===== src/rtl/aes_core_arbiter.sv =====
// ============================================================================
// Module   : aes_core_arbiter
// Purpose  : Round-robin arbiter sharing one AES core among NUM_REQ requesters
// Revision : 1.0 - initial release
// ============================================================================
`default_nettype none

module aes_core_arbiter #(
   parameter int NUM_REQ = 2,
   parameter int TIMEOUT = 1023
) (
   input  logic                   clk,
   input  logic                   reset,
   input  logic [NUM_REQ-1:0]     req_valid,
   output logic [NUM_REQ-1:0]     req_ready,
   input  logic [NUM_REQ-1:0]     req_enc_dec,
   input  logic [2*NUM_REQ-1:0]   req_mode,
   input  logic [256*NUM_REQ-1:0] req_key,
   input  logic [128*NUM_REQ-1:0] req_data,
   output logic [NUM_REQ-1:0]     resp_valid,
   input  logic [NUM_REQ-1:0]     resp_ready,
   output logic [127:0]           resp_data,
   output logic                   resp_error,
   output logic                   core_start,
   output logic                   core_enc_dec,
   output logic [1:0]             core_mode,
   output logic [255:0]           core_key,
   output logic [127:0]           core_data_in,
   input  logic [127:0]           core_data_out,
   input  logic                   core_done
);

   localparam int IW = (NUM_REQ > 1) ? $clog2(NUM_REQ) : 1;

   typedef enum logic [1:0] {
      IDLE  = 2'd0,
      ISSUE = 2'd1,
      BUSY  = 2'd2,
      RESP  = 2'd3
   } state_t;

   state_t          state_q, state_d;
   logic [IW-1:0]   rr_ptr_q, rr_ptr_d;
   logic [IW-1:0]   grant_q, grant_d;
   logic [15:0]     cnt_q, cnt_d;
   logic            op_enc_dec_q, op_enc_dec_d;
   logic [1:0]      op_mode_q, op_mode_d;
   logic [255:0]    op_key_q, op_key_d;
   logic [127:0]    op_data_q, op_data_d;
   logic [127:0]    resp_data_q, resp_data_d;
   logic            resp_error_q, resp_error_d;

   logic [IW-1:0]   sel_idx;
   logic            sel_found;
   logic [IW:0]     sum;
   logic [IW:0]     nxt;

   // Search upward from rr_ptr, wrapping at NUM_REQ, for the first valid request.
   always_comb begin
      sel_idx   = '0;
      sel_found = 1'b0;
      sum       = '0;
      for (int k = 0; k < NUM_REQ; k++) begin
         sum = {1'b0, rr_ptr_q} + (IW+1)'(k);
         if (sum >= (IW+1)'(NUM_REQ)) sum = sum - (IW+1)'(NUM_REQ);
         if (!sel_found && req_valid[sum[IW-1:0]]) begin
            sel_found = 1'b1;
            sel_idx   = sum[IW-1:0];
         end
      end
   end

   always_comb begin
      state_d      = state_q;
      rr_ptr_d     = rr_ptr_q;
      grant_d      = grant_q;
      cnt_d        = cnt_q;
      op_enc_dec_d = op_enc_dec_q;
      op_mode_d    = op_mode_q;
      op_key_d     = op_key_q;
      op_data_d    = op_data_q;
      resp_data_d  = resp_data_q;
      resp_error_d = resp_error_q;
      req_ready    = '0;
      nxt          = {1'b0, grant_q} + (IW+1)'(1);
      if (nxt == (IW+1)'(NUM_REQ)) nxt = '0;

      case (state_q)
         IDLE: begin
            if (sel_found) begin
               req_ready[sel_idx] = !reset;
               grant_d      = sel_idx;
               op_enc_dec_d = req_enc_dec[sel_idx];
               op_mode_d    = req_mode[2*sel_idx +: 2];
               op_key_d     = req_key[256*sel_idx +: 256];
               op_data_d    = req_data[128*sel_idx +: 128];
               state_d      = ISSUE;
            end
         end
         ISSUE: begin
            cnt_d   = '0;
            state_d = BUSY;
         end
         BUSY: begin
            // core_done is tested first so it wins over a simultaneous timeout.
            if (core_done) begin
               resp_data_d  = core_data_out;
               resp_error_d = 1'b0;
               state_d      = RESP;
            end else if (cnt_q == 16'(TIMEOUT - 1)) begin
               resp_data_d  = '0;
               resp_error_d = 1'b1;
               state_d      = RESP;
            end else begin
               cnt_d = cnt_q + 16'd1;
            end
         end
         RESP: begin
            if (resp_ready[grant_q]) begin
               rr_ptr_d = nxt[IW-1:0];
               state_d  = IDLE;
            end
         end
         default: state_d = IDLE;
      endcase
   end

   always_ff @(posedge clk) begin
      if (reset) begin
         state_q      <= IDLE;
         rr_ptr_q     <= '0;
         grant_q      <= '0;
         cnt_q        <= '0;
         op_enc_dec_q <= 1'b0;
         op_mode_q    <= '0;
         op_key_q     <= '0;
         op_data_q    <= '0;
         resp_data_q  <= '0;
         resp_error_q <= 1'b0;
      end else begin
         state_q      <= state_d;
         rr_ptr_q     <= rr_ptr_d;
         grant_q      <= grant_d;
         cnt_q        <= cnt_d;
         op_enc_dec_q <= op_enc_dec_d;
         op_mode_q    <= op_mode_d;
         op_key_q     <= op_key_d;
         op_data_q    <= op_data_d;
         resp_data_q  <= resp_data_d;
         resp_error_q <= resp_error_d;
      end
   end

   always_comb begin
      resp_valid = '0;
      if (state_q == RESP) resp_valid[grant_q] = 1'b1;
   end

   assign core_start   = (state_q == ISSUE);
   assign core_enc_dec = op_enc_dec_q;
   assign core_mode    = op_mode_q;
   assign core_key     = op_key_q;
   assign core_data_in = op_data_q;
   assign resp_data    = resp_data_q;
   assign resp_error   = resp_error_q;

endmodule

`default_nettype wire


===== config.mk =====
export PLATFORM = sky130hd
export DESIGN_NAME = aes_core_arbiter
export DESIGN_NICKNAME = d
export VERILOG_FILES = /design/src/rtl/aes_core_arbiter.sv
export SDC_FILE = /design/constraint.sdc
export NUM_CORES = 1
export LEC_CHECK = 0
export CORE_AREA = 2 2 558 560
export DETAILED_ROUTE_END_ITERATION = 8
export DIE_AREA = 0 0 560 562
export PLACE_DENSITY = 0.3
export SYNTH_ARGS = -nofsm -noshare
export SYNTH_HDL_FRONTEND = slang
export SYNTH_SLANG_ARGS = --single-unit

===== constraint.sdc =====
create_clock -name clk -period 4.56 [get_ports clk]
set_input_delay 0.912 -clock clk [delete_from_list [all_inputs] [get_ports clk]]
set_output_delay 0.912 -clock clk [all_outputs]
set_load 0.03 [all_outputs]

==> impl_metrics.py <==
metrics = {
    "status": {
        "status": "completed",
    },
    "drt": {
        "viasPerCell": 3.26,
        "drtIter0Drc": 1705,
        "dr.pass1.iters": 5,
        "ant_nets": 0,
        "drcViolationCount": 0,
        "vias": 26600,
        "wl_per_cell_um": 27.0,
        "wl_um": 221000,
    },
    "sta": {
        "min_period_ps": 3610,
        "finalHoldViolations": 0,
        "finClkSkew_ps": 63.5,
        "setup_slack_ps": 948,
        "slew_viol_final": 0,
        "maxSlewHeadroom": 0.127,
        "finalSetupViolCount": 0,
        "rsz0062_at_grt": "false",
        "max_freq_mhz": 277,
        "holdWs_ps": 452,
        "fin_crit_sh": 0.792,
        "tightest_slew_ps": 1290,
        "setup_tns_ps": 0,
    },
    "synthesis": {
        "syn-instance-count": 2622,
        "ys_seq_elements": 536,
        "async_flop_share": 0,
        "postSynthAreaPerCell_um2": 8.23,
        "ys_types": 46,
        "synthFlopType": "dfxtp_1",
        "seq_area_frac_synth": 0.497,
        "syn-num-nets": 3538,
        "syn_area_mm2": 0.0216,
        "ys_warn_count": 0,
        "synth_edf_count": 0,
    },
    "setup_path": {
        "rr_startpoint": "rr_ptr_q",
        "cp.arrival_ps": 2700,
        "worstRegToRegCells": 6,
        "cp_max_fo": 2,
        "r2r_setup_slack_ps": 1730,
        "crit_start": "req_valid[0]",
        "critical_path_class": "input pin to output port",
        "end_kind": "output port",
        "cp.required_ps": 3650,
        "reg2reg_to": "core_data_in[73]",
        "start_kind": "input pin",
    },
    "placement": {
        "hpwl_um": 183000,
        "gp_congestion": 0.875,
        "dp_slack_ps": 909,
        "numPortBuffers": 1429,
    },
    "global_routing": {
        "grt_max_degree": 133,
        "grt_remaining_overflow": 0,
        "grt_pass1_wl_um": 280000,
        "grt_usage": 0.134,
        "antenna_found_initial": 206,
        "grt_pass1_vias": 26200,
    },
    "clocking": {
        "clock-sinks": 536,
        "postCtsSetupBuffers": 0,
        "cts_made_buffers": 85,
        "clk_pin_slew_ps": 50,
        "htreeDepth": 3,
        "postCtsHoldBufs": 0,
        "root_buffer": "clkbuf_16",
        "insertion_delay_ps": 780,
        "clk_path_buf_depth": 4,
        "cts_resized": 0,
        "tritoncts": "done",
    },
    "cells_and_area": {
        "drive_gt1_frac": 0.0497,
        "final_common_cell": "clkdlybuf4s50_1",
        "n_fill_cell": 35300,
        "nets": 4862,
        "area_growth_pct": 102,
        "layout_common_cells": "clkdlybuf4s50_1, nand2_1, dfxtp_1",
    },
    "floorplan": {
        "die_w_um": 560,
        "core-area_mm2": 0.308,
        "fp-row-count": 204,
        "start_util": 0.0700,
        "io_pins": 1430,
        "die-area_mm2": 0.315,
        "dieHeight_um": 562,
    },
    "flow_run": {
        "maxCapViolCount": 0,
    },
    "power_and_ir_drop": {
        "irDropWorstVdd_v": 0.000389,
        "power_density_mw_per_mm2": 590,
        "finalPower_w": 0.0257,
        "leakage_nw": 15.1,
    },
    "min_path": {
        "holdPathEnd": "core_key[190]",
        "hold_class": "input pin to flop",
        "hp-start": "reset",
        "min_path_cells": 2,
    },
}
## flip-flops by register name (all words and copies together), names as in the netlist
signal and flops:
core_data_in 128, resp_data 128, resp_error 1, rr_ptr_q 1, state_q 2, core_enc_dec 1
grant_q 1, cnt_q 16, core_key 256, core_mode 2
## worst max-delay path, stage by stage
cell	delay (ps)
clkdlybuf4s50_1	500
inv_1	100
o21a_4	220
nor3_1	240
clkdlybuf4s50_1	730
## worst max path at each step
stage                             endpoint  slack [ps]
after floorplan               req_ready[0]        1490
after global placement        req_ready[0]         900
after detailed placement  core_data_in[73]         910
after CTS                     req_ready[0]         940
after global routing          req_ready[0]         880
final                         req_ready[0]         950
## layout make-up
type	instances	area, um^2	area share
diodes	48	120	0.00275
inverters	12	45.0	0.00103
multi-input cells	1820	9870	0.226
clock buffers	123	2440	0.0560
flip-flops and latches	536	10700	0.246
repair buffers	1491	15000	0.343
well taps	4120	5150	0.118
clock inverters	22	275	0.00631
## logic make-up (layout without fill, tap and decap cells)
kind of cell / after synthesis / count (layout) / share of synthesized area
AOI/OAI and AO/OA: 563 / 563 / 0.225
other: 0 / 48 / 0
DFF: 536 / 536 / 0.497
buffers and inverters: 266 / 1648 / 0.0480
adders and majority gates: 7 / 7 / 0.00406
and+or+nand+nor: 1248 / 1248 / 0.225
muxes: 2 / 2 / 0.000927
## per-layer routing
layer / wire [um] / GRT usage / part of all wire / vias up
met2: 97700 / 0.212 / 0.44 / 1387
met1: 86400 / 0.153 / 0.39 / 12700
met5: 966 / 0 / 0.0044 / -
met4: 4440 / 0.0284 / 0.020 / 148
li1: - / - / - / 12000
met3: 31500 / 0.0841 / 0.14 / 380
## metrics by stage
step                std cells  instance area (um^2)   util
global placement         7979                 40800  0.132
finish                   8172                 43600  0.141
detailed placement       7979                 40800  0.132
floorplan                2622                 21600      -
global route             8129                 43500  0.141
CTS                      8124                 43500  0.141
## cell usage after synthesis, types with 6 or more instances
master    count  area, um^2
a21oi_1       7        35.0
a22o_1      128        1120
a311oi_1    387        3390
a31oi_1      10        62.6
buf_1        18        67.6
buf_2        19        95.1
clkbuf_1    215         807
dfxtp_1     536       10700
ha_1          7        87.6
inv_1        12        45.0
nand2_1     798        3000
nand3_1       6        30.0
nand4_1      10        62.6
nor2_1      399        1500
or4_1         6        45.0
## report_power, final
group / total [W] / internal, W / switching [W]
logic: 0.0121 / 0.00447 / 0.00760
clock network: 0.00669 / 0.00398 / 0.00271
registers: 0.00697 / 0.00610 / 0.000869
Power figures use the tool's default switching activity.
